**src/rtl/score_pkg.sv**
```systemverilog
// score_pkg: score entry layout, song base addresses, FSM states and the score ROM contents
// Entry layout: {end[28], dur[27:24], n3[23:18], n2[17:12], n1[11:6], n0[5:0]}
package score_pkg;
    localparam int ENTRY_W = 29;
    localparam int NOTE_W  = 6;
    localparam int DUR_W   = 4;
    localparam int DUR_LSB = 24;
    localparam int END_BIT = 28;
    localparam logic [NOTE_W-1:0] NOTE_REST = '0;
    localparam logic [7:0] SONG_BASE [4] = '{8'h00, 8'h10, 8'h20, 8'h30};
    typedef enum logic [2:0] {S_IDLE, S_FETCH, S_LOAD, S_HOLD, S_DONE} state_t;
    // Score image; every address outside a song reads as a terminator so a
    // runaway position always stops cleanly.
    function automatic logic [ENTRY_W-1:0] rom_entry(input int addr);
        case (addr)
            'h00: rom_entry = {1'b0, 4'd2, 6'd8,  6'd7,  6'd6,  6'd5};
            'h01: rom_entry = {1'b0, 4'd0, 6'd4,  6'd3,  6'd2,  6'd1};
            'h10: rom_entry = {1'b0, 4'd1, 6'd34, 6'd33, 6'd32, 6'd31};
            'h11: rom_entry = {1'b0, 4'd1, 6'd38, 6'd37, 6'd36, 6'd35};
            'h12: rom_entry = {1'b0, 4'd3, 6'd44, 6'd43, 6'd42, 6'd41};
            'h20: rom_entry = {1'b0, 4'd7, 6'd13, 6'd12, 6'd11, 6'd10};
            'h21: rom_entry = {1'b0, 4'd0, 6'd23, 6'd22, 6'd21, 6'd20};
            'h30: rom_entry = {1'b0, 4'd0, 6'd53, 6'd52, 6'd51, 6'd50};
            default: rom_entry = {1'b1, 28'd0};
        endcase
    endfunction
endpackage

```
**src/rtl/score_sequencer_if.sv**
```systemverilog
// score_sequencer_if: control inputs and note outputs of the score sequencer
// master: sequencer side (beat_tick/play/song_sel in; track0..3/playing/song_done/position out)
// slave:  song driver / controller side (directions mirrored)
interface score_sequencer_if import score_pkg::*; #(parameter int ADDR_W = 8);
    logic              beat_tick;
    logic              play;
    logic [1:0]        song_sel;
    logic [NOTE_W-1:0] track0;
    logic [NOTE_W-1:0] track1;
    logic [NOTE_W-1:0] track2;
    logic [NOTE_W-1:0] track3;
    logic              playing;
    logic              song_done;
    logic [ADDR_W-1:0] position;
    modport master(input beat_tick, play, song_sel,
                   output track0, track1, track2, track3, playing, song_done, position);
    modport slave(output beat_tick, play, song_sel,
                  input track0, track1, track2, track3, playing, song_done, position);
endinterface

```
**src/rtl/score_rom.sv**
```systemverilog
// score_rom: synchronous-read score ROM
// Ports: i_clk clock, i_addr entry address, o_data entry registered one cycle after i_addr
module score_rom import score_pkg::*; #(parameter int ADDR_W = 8) (
    input  logic               i_clk,
    input  logic [ADDR_W-1:0]  i_addr,
    output logic [ENTRY_W-1:0] o_data
);
    always_ff @(posedge i_clk) o_data <= rom_entry(int'(i_addr));
endmodule

```
**src/rtl/score_sequencer.sv**
```systemverilog
// score_sequencer: steps a packed four-track score from ROM on the beat tick
// Ports: EGO1_Clock clock, reset sync active-high, bus (score_sequencer_if.master)
// Build option: SCORE_LOOP_EN restarts the latched song at its terminator instead of stopping.
module score_sequencer import score_pkg::*; #(
    parameter int ADDR_W   = 8,
    parameter int SONG_CNT = 4
) (
    input logic                 EGO1_Clock,
    input logic                 reset,
    score_sequencer_if.master   bus
);
    state_t             r_state, w_next;
    logic [ADDR_W-1:0]  r_pos;
    logic [DUR_W-1:0]   r_dur;
    logic [NOTE_W-1:0]  r_note [4];
    logic               r_playing, r_done;
    logic [ENTRY_W-1:0] w_entry;
    logic [1:0]         w_sel;
    logic               w_end, w_step, w_mute;

    score_rom #(.ADDR_W(ADDR_W)) u_rom (.i_clk(EGO1_Clock), .i_addr(r_pos), .o_data(w_entry));

    assign w_sel  = (int'(bus.song_sel) < SONG_CNT) ? bus.song_sel : 2'd0;
    assign w_end  = w_entry[END_BIT];
    // The tick that expires the last beat of a chord moves on to the next entry.
    assign w_step = bus.play && bus.beat_tick && (r_dur == '0);
    assign w_mute = (r_state == S_IDLE) || (r_state == S_DONE) || (r_state == S_HOLD && !bus.play);

`ifdef SCORE_LOOP_EN
    localparam state_t END_NEXT = S_FETCH;
    logic [1:0] r_song;
    always_ff @(posedge EGO1_Clock)
        r_song <= reset ? 2'd0 : (r_state == S_IDLE && bus.play) ? w_sel : r_song;
`else
    localparam state_t END_NEXT = S_DONE;
`endif

    always_ff @(posedge EGO1_Clock) r_state <= reset ? S_IDLE : w_next;

    always_comb begin
        w_next = r_state;
        case (r_state)
            S_IDLE:  w_next = bus.play ? S_FETCH : S_IDLE;
            S_FETCH: w_next = S_LOAD;
            S_LOAD:  w_next = w_end ? END_NEXT : S_HOLD;
            S_HOLD:  w_next = w_step ? S_FETCH : S_HOLD;
            S_DONE:  w_next = bus.play ? S_DONE : S_IDLE;
            default: w_next = S_IDLE;
        endcase
    end

    always_ff @(posedge EGO1_Clock) begin
        if (reset) begin
            r_pos     <= '0;
            r_dur     <= '0;
            r_note    <= '{default: NOTE_REST};
            r_playing <= 1'b0;
            r_done    <= 1'b0;
        end else begin
            r_playing <= (r_state == S_HOLD) && bus.play;
            r_done    <= (r_state == S_LOAD) && w_end;
            case (r_state)
                S_IDLE: begin
                    // Cleared here so the start-up FETCH/LOAD gap stays silent.
                    r_note <= '{default: NOTE_REST};
                    if (bus.play) r_pos <= ADDR_W'(SONG_BASE[w_sel]);
                end
                S_LOAD: begin
                    if (!w_end) begin
                        r_dur  <= w_entry[DUR_LSB +: DUR_W];
                        r_note <= '{w_entry[5:0], w_entry[11:6], w_entry[17:12], w_entry[23:18]};
                    end
`ifdef SCORE_LOOP_EN
                    if (w_end) r_pos <= ADDR_W'(SONG_BASE[r_song]);
`endif
                end
                S_HOLD: begin
                    if (bus.play && bus.beat_tick) begin
                        if (r_dur == '0) r_pos <= r_pos + ADDR_W'(1);
                        else r_dur <= r_dur - 4'd1;
                    end
                end
                default: ;
            endcase
        end
    end

    assign bus.track0    = w_mute ? NOTE_REST : r_note[0];
    assign bus.track1    = w_mute ? NOTE_REST : r_note[1];
    assign bus.track2    = w_mute ? NOTE_REST : r_note[2];
    assign bus.track3    = w_mute ? NOTE_REST : r_note[3];
    assign bus.playing   = r_playing;
    assign bus.song_done = r_done;
    assign bus.position  = r_pos;
endmodule

```
**src/flat_wrapper.sv**
```systemverilog
// flat-port wrapper written by rule: the top's interface ports become plain ports
module score_sequencer_flat import score_pkg::*;
#(
    parameter int ADDR_W   = 8,
    parameter int SONG_CNT = 4
)
  (EGO1_Clock, reset, bus_beat_tick, bus_play, bus_song_sel, bus_track0, bus_track1, bus_track2, bus_track3, bus_playing, bus_song_done, bus_position);
  score_sequencer_if #(.ADDR_W(ADDR_W)) bus_i ();
  input logic EGO1_Clock;
  input logic reset;
  input wire logic [$bits(bus_i.beat_tick)-1:0] bus_beat_tick;
  input wire logic [$bits(bus_i.play)-1:0] bus_play;
  input wire logic [$bits(bus_i.song_sel)-1:0] bus_song_sel;
  output wire logic [$bits(bus_i.track0)-1:0] bus_track0;
  output wire logic [$bits(bus_i.track1)-1:0] bus_track1;
  output wire logic [$bits(bus_i.track2)-1:0] bus_track2;
  output wire logic [$bits(bus_i.track3)-1:0] bus_track3;
  output wire logic [$bits(bus_i.playing)-1:0] bus_playing;
  output wire logic [$bits(bus_i.song_done)-1:0] bus_song_done;
  output wire logic [$bits(bus_i.position)-1:0] bus_position;
  assign bus_i.beat_tick = bus_beat_tick;
  assign bus_i.play = bus_play;
  assign bus_i.song_sel = bus_song_sel;
  assign bus_track0 = bus_i.track0;
  assign bus_track1 = bus_i.track1;
  assign bus_track2 = bus_i.track2;
  assign bus_track3 = bus_i.track3;
  assign bus_playing = bus_i.playing;
  assign bus_song_done = bus_i.song_done;
  assign bus_position = bus_i.position;
  score_sequencer #(.ADDR_W(ADDR_W), .SONG_CNT(SONG_CNT)) u_core (.EGO1_Clock(EGO1_Clock), .reset(reset), .bus(bus_i));
endmodule
```
**config.mk**
```make
export PLATFORM = sky130hd
export DESIGN_NAME = score_sequencer_flat
export DESIGN_NICKNAME = d
export VERILOG_FILES = /design/src/rtl/score_pkg.sv /design/src/rtl/score_sequencer_if.sv /design/src/rtl/score_rom.sv /design/src/rtl/score_sequencer.sv /design/src/flat_wrapper.sv
export SDC_FILE = /design/constraint.sdc
export NUM_CORES = 1
export LEC_CHECK = 0
export CAP_MARGIN = 15
export CORE_ASPECT_RATIO = 0.7
export CORE_MARGIN = 3
export CORE_UTILIZATION = 48
export DETAILED_ROUTE_END_ITERATION = 7
export PLACE_DENSITY = 0.75
export SLEW_MARGIN = 30
export SYNTH_ARGS = -nofsm -noshare
export SYNTH_HDL_FRONTEND = slang
export SYNTH_SLANG_ARGS = --single-unit
```
**constraint.sdc**
```tcl
create_clock -name EGO1_Clock -period 1.86 [get_ports EGO1_Clock]
set_clock_uncertainty 0.15 [all_clocks]
set_input_delay 0.372 -clock EGO1_Clock [delete_from_list [all_inputs] [get_ports EGO1_Clock]]
set_output_delay 0.372 -clock EGO1_Clock [all_outputs]
set_load 0.02 [all_outputs]
```
==> reports/qor.yml, run 1 <==
status: "complete, but fails checks"
violations: "negative setup slack"
ys_ff_latch: 54
finalHoldViolCount: 0
hold_start: "u_core.u_rom.o_data[14]$_DFF_P_"
cp_data_required_time_ns: 1.34
rrSetupSlack_ns: 0.06
min_path_type: "flop to flop"
drtAntennaViolNets: 0
synth_edf_count: 0
cpPeakStageDelay_ns: 0.33
routabilityCongestion: 0.840
whs_path_depth: 2
arrival_ns: 1.43
synthFlopType: "dfxtp_1"
crit_path_end_kind: "output port"
max_freq_mhz: 512
final_layout_size_suffix_gt1_share_pct: 28.7
grt_max_degree: 20
ctsHoldBuffers: 0
async_flop_share_pct: 0
syn_nets: 299
synth_sequential_area_ratio_pct: 42.8
vias_per_cell: 5.43
maxCapViolCount: 0
dieArea_um2: 6190
p_total_mw: 3.15
path_buf_inv: 2
timing.rr.end: "u_core.u_rom.o_data[14]$_DFF_P_"
path_delay_family: "simple AND/OR/NAND/NOR gates"
io_pins: 40
critPathLaunch: "u_core.r_state[2]$_SDFF_PP0_"
power_density_nw_per_um2: 954
fp.coreArea_um2: 4940
synthTopCellsByArea: "dfxtp_1 (43%), a22oi_1 (5.0%), nor2_1 (4.8%), and2_1 (4.5%), a21oi_1 (4.2%)"
htreeDepth: 2
ir_worst_vdd_v: 0.000482
rows: 21
antenna_found_initial: 0
cts.sinks: 54
wl_per_cell_um: 14.0
synth_cell_types: 53
n_antenna_cell: 0
grt-ovfl-total: 0
path_cells: "nand3b_1 -> nor2_2 -> a21oi_2 -> buf_12 -> and2_1 -> buf_6"
portBuffers: 39
yosysTopAreaCell: "dfxtp_1"
slowest_stage: "dfxtp_2"
synth_area_um2: 2530
synth_top_cell_area_share_pct: 42.8
min_to: "u_core.r_note[8]$_SDFFE_PP0P_"
cts_tree: "done"
place_hpwl_um: 4170
drcViolationCount: 0
setup_viol: 24
setup.worst_path.start_class: "flop"
cts_root_buf: "clkbuf_8"
leakagePower_nw: 1.36
grt_pass1_wl_um: 9650
slew_headroom_pct: 61.0
cts_buffer_depth: 2
syn_avg_cell_area_um2: 8.78
vias: 2230
rsz0062_at_grt: "true"
synthCells: 288
drtIter0Drc: 180
area_growth_pct: 30.7
clk_latency_ns: 0.31
timing.final.crit_share_pct: 105
reg2reg_depth: 6
finalMaxSlewViolations: 0
postLayoutCoreUtil_pct: 66.9
setup_ws_ns: -0.0944
path_clk_slew_ns: 0.11
die_h_um: 66.7
worstPathMaxFanout: 17
r2r-start: "u_core.bus.position[1]$_SDFFE_PP0P_"
drtPass1Iterations: 4
start_util_pct: 51.2
drt-total-wl_um: 5750
finalCriticalPeriod_ns: 1.95
worst-setup-path-type: "flop to output port"
fin_nets: 352
yosys_warnings: 0
timing_worst_slew_pin_value_ns: 0.584
die_w_um: 92.8
grt_util_all_layers_pct: 19.4
grt_pass1_vias: 2101
cts_buffers: 5
## flip-flops by register name, indices dropped and copies added (netlist names)
name                  count
u_core.bus.playing        1
u_core.u_rom.o_data      20
u_core.bus.position       8
u_core.r_state            3
u_core.r_note            17
u_core.r_dur              4
u_core.bus.song_done      1
## logic make-up (layout without fill, tap and decap cells)
group                      after synthesis  after routing  share of synthesized area (%)
DFF                                     54             54                           42.8
buffers and inverters                   35             89                           7.22
xor gates and xnor gates                 1              1                          0.346
and+or+nand+nor                        113            113                           25.2
AOI/OAI and AO/OA                       80             80                           22.0
adders and majority gates                5              5                           2.47
## through the flow
stage,instance area [um2],hold WS [ns],instances,TNS [ns],setup WS [ns]
floorplan,2560,0.293,288,-0.275,-0.0758
global placement,3070,0.297,395,-16.74,-0.626
detailed placement,3070,0.304,395,-17.10,-0.635
CTS,3220,0.328,407,-2.51,-0.165
global route,3300,0.350,411,-3.32,-0.160
finish,3300,0.318,411,-1.95,-0.0944
## repair_timing
item                                    in CTS  in global routing
gates cloned                                 0                  0
resized for setup                          153                 18
pin swaps                                    1                  7
buffers inserted                             4                  5
endpoints found under the setup margin      35                 41
## layer usage
layer  GRT usage (%)  up-vias  part of all wire (%)
li1                -     1117                     -
met3            4.97        4                   7.3
met4            5.12        0                  0.45
met5               0        -                     0
met1            26.8     1042                    48
met2            30.4       67                    44
## worst max-delay path by stage
stage / to / cells past startpoint
after floorplan: bus_track2[4] / 7
after global placement: bus_track1[0] / 6
after detailed placement: bus_track1[5] / 6
after CTS: bus_track1[5] / 6
after global routing: bus_track1[2] / 6
final: bus_track2[2] / 6
## area by class of cell
class	count	area (um2)
fill	432	1640
multi-input combinational	199	1320
sequential	54	1090
timing repair buffer	72	674
tap	69	86.3
clock buffer	5	68.8
inverter	9	33.8
clock inverter	3	26.3
## cells in the final DEF, fill, tap and decap left out, types with 4 or more instances in the layout
cell type | synthesis | final
a21oi_1 | 21 | 18
and2_4 | 0 | 5
nor3_1 | 7 | 7
clkbuf_8 | 0 | 5
o21ai_0 | 10 | 9
nand2_1 | 19 | 18
nor2_1 | 32 | 31
a22oi_1 | 17 | 17
clkdlybuf4s50_1 | 0 | 7
dfxtp_2 | 0 | 6
buf_6 | 1 | 24
inv_1 | 9 | 9
nand2b_1 | 4 | 4
o21a_1 | 4 | 4
ha_1 | 5 | 4
a21oi_2 | 1 | 4
dfxtp_1 | 54 | 47
buf_4 | 10 | 32
and2_1 | 18 | 13
dlygate4sd2_1 | 0 | 7
nand3_1 | 5 | 5
## power by group
part           internal [mW]  switching, mW  leakage, nW  total [mW]
clock network          0.278          0.402       0.0491       0.680
logic                  0.466          0.542        0.866        1.01
registers               1.37         0.0968        0.446        1.46
## synth_stat cells, drive strengths merged, types with 4 or more instances
| library cell | number |
|---|---|
| dfxtp | 54 |
| nor2 | 32 |
| a21oi | 22 |
| nand2 | 19 |
| and2 | 18 |
| a22oi | 17 |
| buf | 17 |
| o21ai | 10 |
| clkbuf | 9 |
| inv | 9 |
| nor3 | 8 |
| nor3b | 6 |
| ha | 5 |
| nand3 | 5 |
| nand2b | 4 |
| o21a | 4 |
## worst min-delay path, stage by stage, from the launching register on
cell and delay (ns):
dfxtp_1 0.32, a22oi_1 0.06, nor2_1 0.08
Note: power is estimated with default switching activity, not from simulation.
==> run 2: changes to the inputs <==
--- a/config.mk
+++ b/config.mk
@@ -10,8 +10,8 @@
 export CORE_MARGIN = 3
 export CORE_UTILIZATION = 48
 export DETAILED_ROUTE_END_ITERATION = 7
+export GPL_TIMING_DRIVEN = 0
 export PLACE_DENSITY = 0.75
-export SLEW_MARGIN = 30
 export SYNTH_ARGS = -nofsm -noshare
 export SYNTH_HDL_FRONTEND = slang
 export SYNTH_SLANG_ARGS = --single-unit
==> run 2 against run 1 <==
The run still ends with negative setup slack left. Global-route usage up 1.8 points. Worst setup slack worse by 0.22 ns. Via count up 3.8%. Register-to-register slack worse by 0.05 ns. Die area unchanged. Worst hold slack better by 0.0093 ns. Clock-buffer cell count unchanged. Flip-flop and latch count unchanged. Wire length up 13%. Critical path type unchanged.
==> reports/qor.yml, run 2 (synthesis results as in run 1) <==
status: "complete, but fails checks"  # unchanged
violations: "negative setup slack"  # unchanged
regMostFlops: "u_core.u_rom.o_data"  # unchanged
slew_headroom_pct: 69.5  # was 61.0%
io_pins: 40  # unchanged
layout.cells.most_common: "dfxtp_1"  # unchanged
fp.coreArea_um2: 4940  # unchanged
setup.worst_path.start_class: "flop"  # unchanged
fillers: 399  # was 432
cts.sinks: 54  # unchanged
die_h_um: 66.7  # unchanged
min_path_type: "flop to flop"  # unchanged
cts_tree: "done"  # unchanged
rsz0062_at_grt: "true"  # unchanged
n_antenna_cell: 0  # unchanged
antenna_found_initial: 0  # unchanged
portBuffers: 39  # unchanged
finalCriticalPeriod_ns: 2.17  # was 1.95 ns
leakagePower_nw: 1.48  # was 1.36 nW
setup_ws_ns: -0.311  # was -0.0944 ns
cts_root_buf: "clkbuf_8"  # unchanged
max_freq_mhz: 461  # was 512 MHz
wl_per_cell_um: 15.5  # was 14.0 um
cts_buffer_depth: 2  # unchanged
worst-setup-path-type: "flop to output port"  # unchanged
final_layout_size_suffix_gt1_share_pct: 34.7  # was 28.7%
place_hpwl_um: 4320  # was 4170 um
placed_area_um2: 3040  # was 3070 um2
maxCapViolCount: 0  # unchanged
postLayoutCoreUtil_pct: 71.5  # was 66.9%
routabilityCongestion: 0.899  # was 0.840
timing.final.crit_share_pct: 117  # was 105%
cp_data_required_time_ns: 1.34  # about the same
r2r-start: "u_core.bus.position[1]$_SDFFE_PP0P_"  # unchanged
dieArea_um2: 6190  # unchanged
vias_per_cell: 5.50  # was 5.43
drtPass1Iterations: 4  # unchanged
critPathLaunch: "u_core.r_state[0]$_SDFF_PP0_"  # was u_core.r_state[2]$_SDFF_PP0_
arrival_ns: 1.65  # was 1.43 ns
ir_worst_vdd_v: 0.000528  # was 0.000482 V
grt_max_degree: 19  # was 20
timing_worst_slew_pin_value_ns: 0.457  # was 0.584 ns
drcViolationCount: 0  # unchanged
area_growth_pct: 39.7  # was 30.7%
worstPathMaxFanout: 7  # was 17
vias: 2315  # was 2230
finalMaxSlewViolations: 0  # unchanged
htreeDepth: 2  # unchanged
cts_buffers: 5  # unchanged
hold_start: "u_core.u_rom.o_data[3]$_DFF_P_"  # was u_core.u_rom.o_data[14]$_DFF_P_
grt_util_all_layers_pct: 21.3  # was 19.4%
drtIter0Drc: 132  # was 180
rows: 21  # unchanged
grt_pass1_vias: 2010  # was 2101
grt_pass1_wl_um: 10300  # was 9650 um
start_util_pct: 51.2  # unchanged
finalInstanceArea_um2: 3530  # was 3300 um2
ctsHoldBuffers: 0  # unchanged
largest_reg_flops: 20  # unchanged
die_w_um: 92.8  # unchanged
mostFrequentLayoutCells: "dfxtp_1 (48), buf_6 (36), nor2_1 (31)"  # was dfxtp_1 (47), buf_4 (32), nor2_1 (31)
finalHoldViolCount: 0  # unchanged
clk_latency_ns: 0.30  # was 0.31 ns
power_density_nw_per_um2: 960  # was 954 nW/um2
path_clk_slew_ns: 0.10  # was 0.11 ns
drt-total-wl_um: 6520  # was 5750 um
setup_viol: 24  # unchanged
fin_nets: 362  # was 352
crit_path_end_kind: "output port"  # unchanged
p_total_mw: 3.39  # was 3.15 mW
setup_tns_ns: -6.00  # was -1.95 ns
drtAntennaViolNets: 0  # unchanged
grt-ovfl-total: 0  # unchanged
[run 2: cell count changes in the layout (fill, tap and decap cells not counted), moves of 2 or more]
cell / before / now
buf_4: 32 / 18
and2_1: 13 / 1
and2_4: 5 / 17
buf_6: 24 / 36
clkbuf_1: 0 / 4
dfxtp_2: 6 / 2
buf_2: 0 / 3
buf_8: 0 / 3
dfxtp_4: 1 / 4
clkbuf_2: 0 / 2
inv_1: 9 / 7
inv_2: 0 / 2
or2_4: 0 / 2
[run 2: area by class of cell]
| class | instances | area [um2] | area share, % |
|---|---|---|---|
| Multi-Input combinational cell | 199 | 1410 | 39.8 |
| Sequential cell | 54 | 1100 | 31.1 |
| Timing Repair Buffer | 61 | 618 | 17.5 |
| Buffer | 21 | 175 | 4.96 |
| Tap cell | 69 | 86.3 | 2.44 |
| Clock buffer | 5 | 68.8 | 1.95 |
| Clock inverter | 3 | 47.5 | 1.35 |
| Inverter | 9 | 33.8 | 0.956 |
[run 2: stage by stage]
stage	hold WS [ns]	instances	setup WS [ns]
finish	0.327	421	-0.311
global placement	0.298	396	-1.18
floorplan	0.293	288	-0.0758
global route	0.366	421	-0.382
detailed placement	0.307	396	-1.21
CTS	0.332	411	-0.356
[run 2: path summary, 6_finish.rpt]
check | endpoint | slack, ns | cells after the start
worst max-delay path | bus_track1[2] | -0.31 | 7
worst max register to register | u_core.u_rom.o_data[14]$_DFF_P_ | 0.01 | 6
worst min register to register | u_core.r_note[21]$_SDFFE_PP0P_ | 0.33 | 2
worst min-delay path | u_core.r_note[21]$_SDFFE_PP0P_ | 0.33 | 2
[run 2: power breakdown]
group / total [mW] / switching, mW / internal (mW)
registers: 1.49 / 0.128 / 1.37
logic: 1.10 / 0.587 / 0.510
clock network: 0.803 / 0.394 / 0.409
[run 2: worst max-delay path, stage by stage (launching register included)]
cell	delay [ns]
dfxtp_2	0.42
nand3b_1	0.15
nor2_2	0.17
a21oi_4	0.07
buf_4	0.16
buf_8	0.12
and2_4	0.13
buf_6	0.12
[run 2: timing repair]
item	in CTS	in global routing
resized for setup	180	41
hold endpoints to repair	0	0
pin swaps	16	16
endpoints found under the setup margin	46	55
buffers inserted	8	13
gates cloned	1	0
[run 2: layer usage]
layer  up-vias  GRT usage, %  routed length [um]
li1       1144             -                   -
met1      1070          32.6                3110
met2        99          30.9                2860
met3         2          3.39                 518
met4         0          4.94                  30
met5         -             0                   0
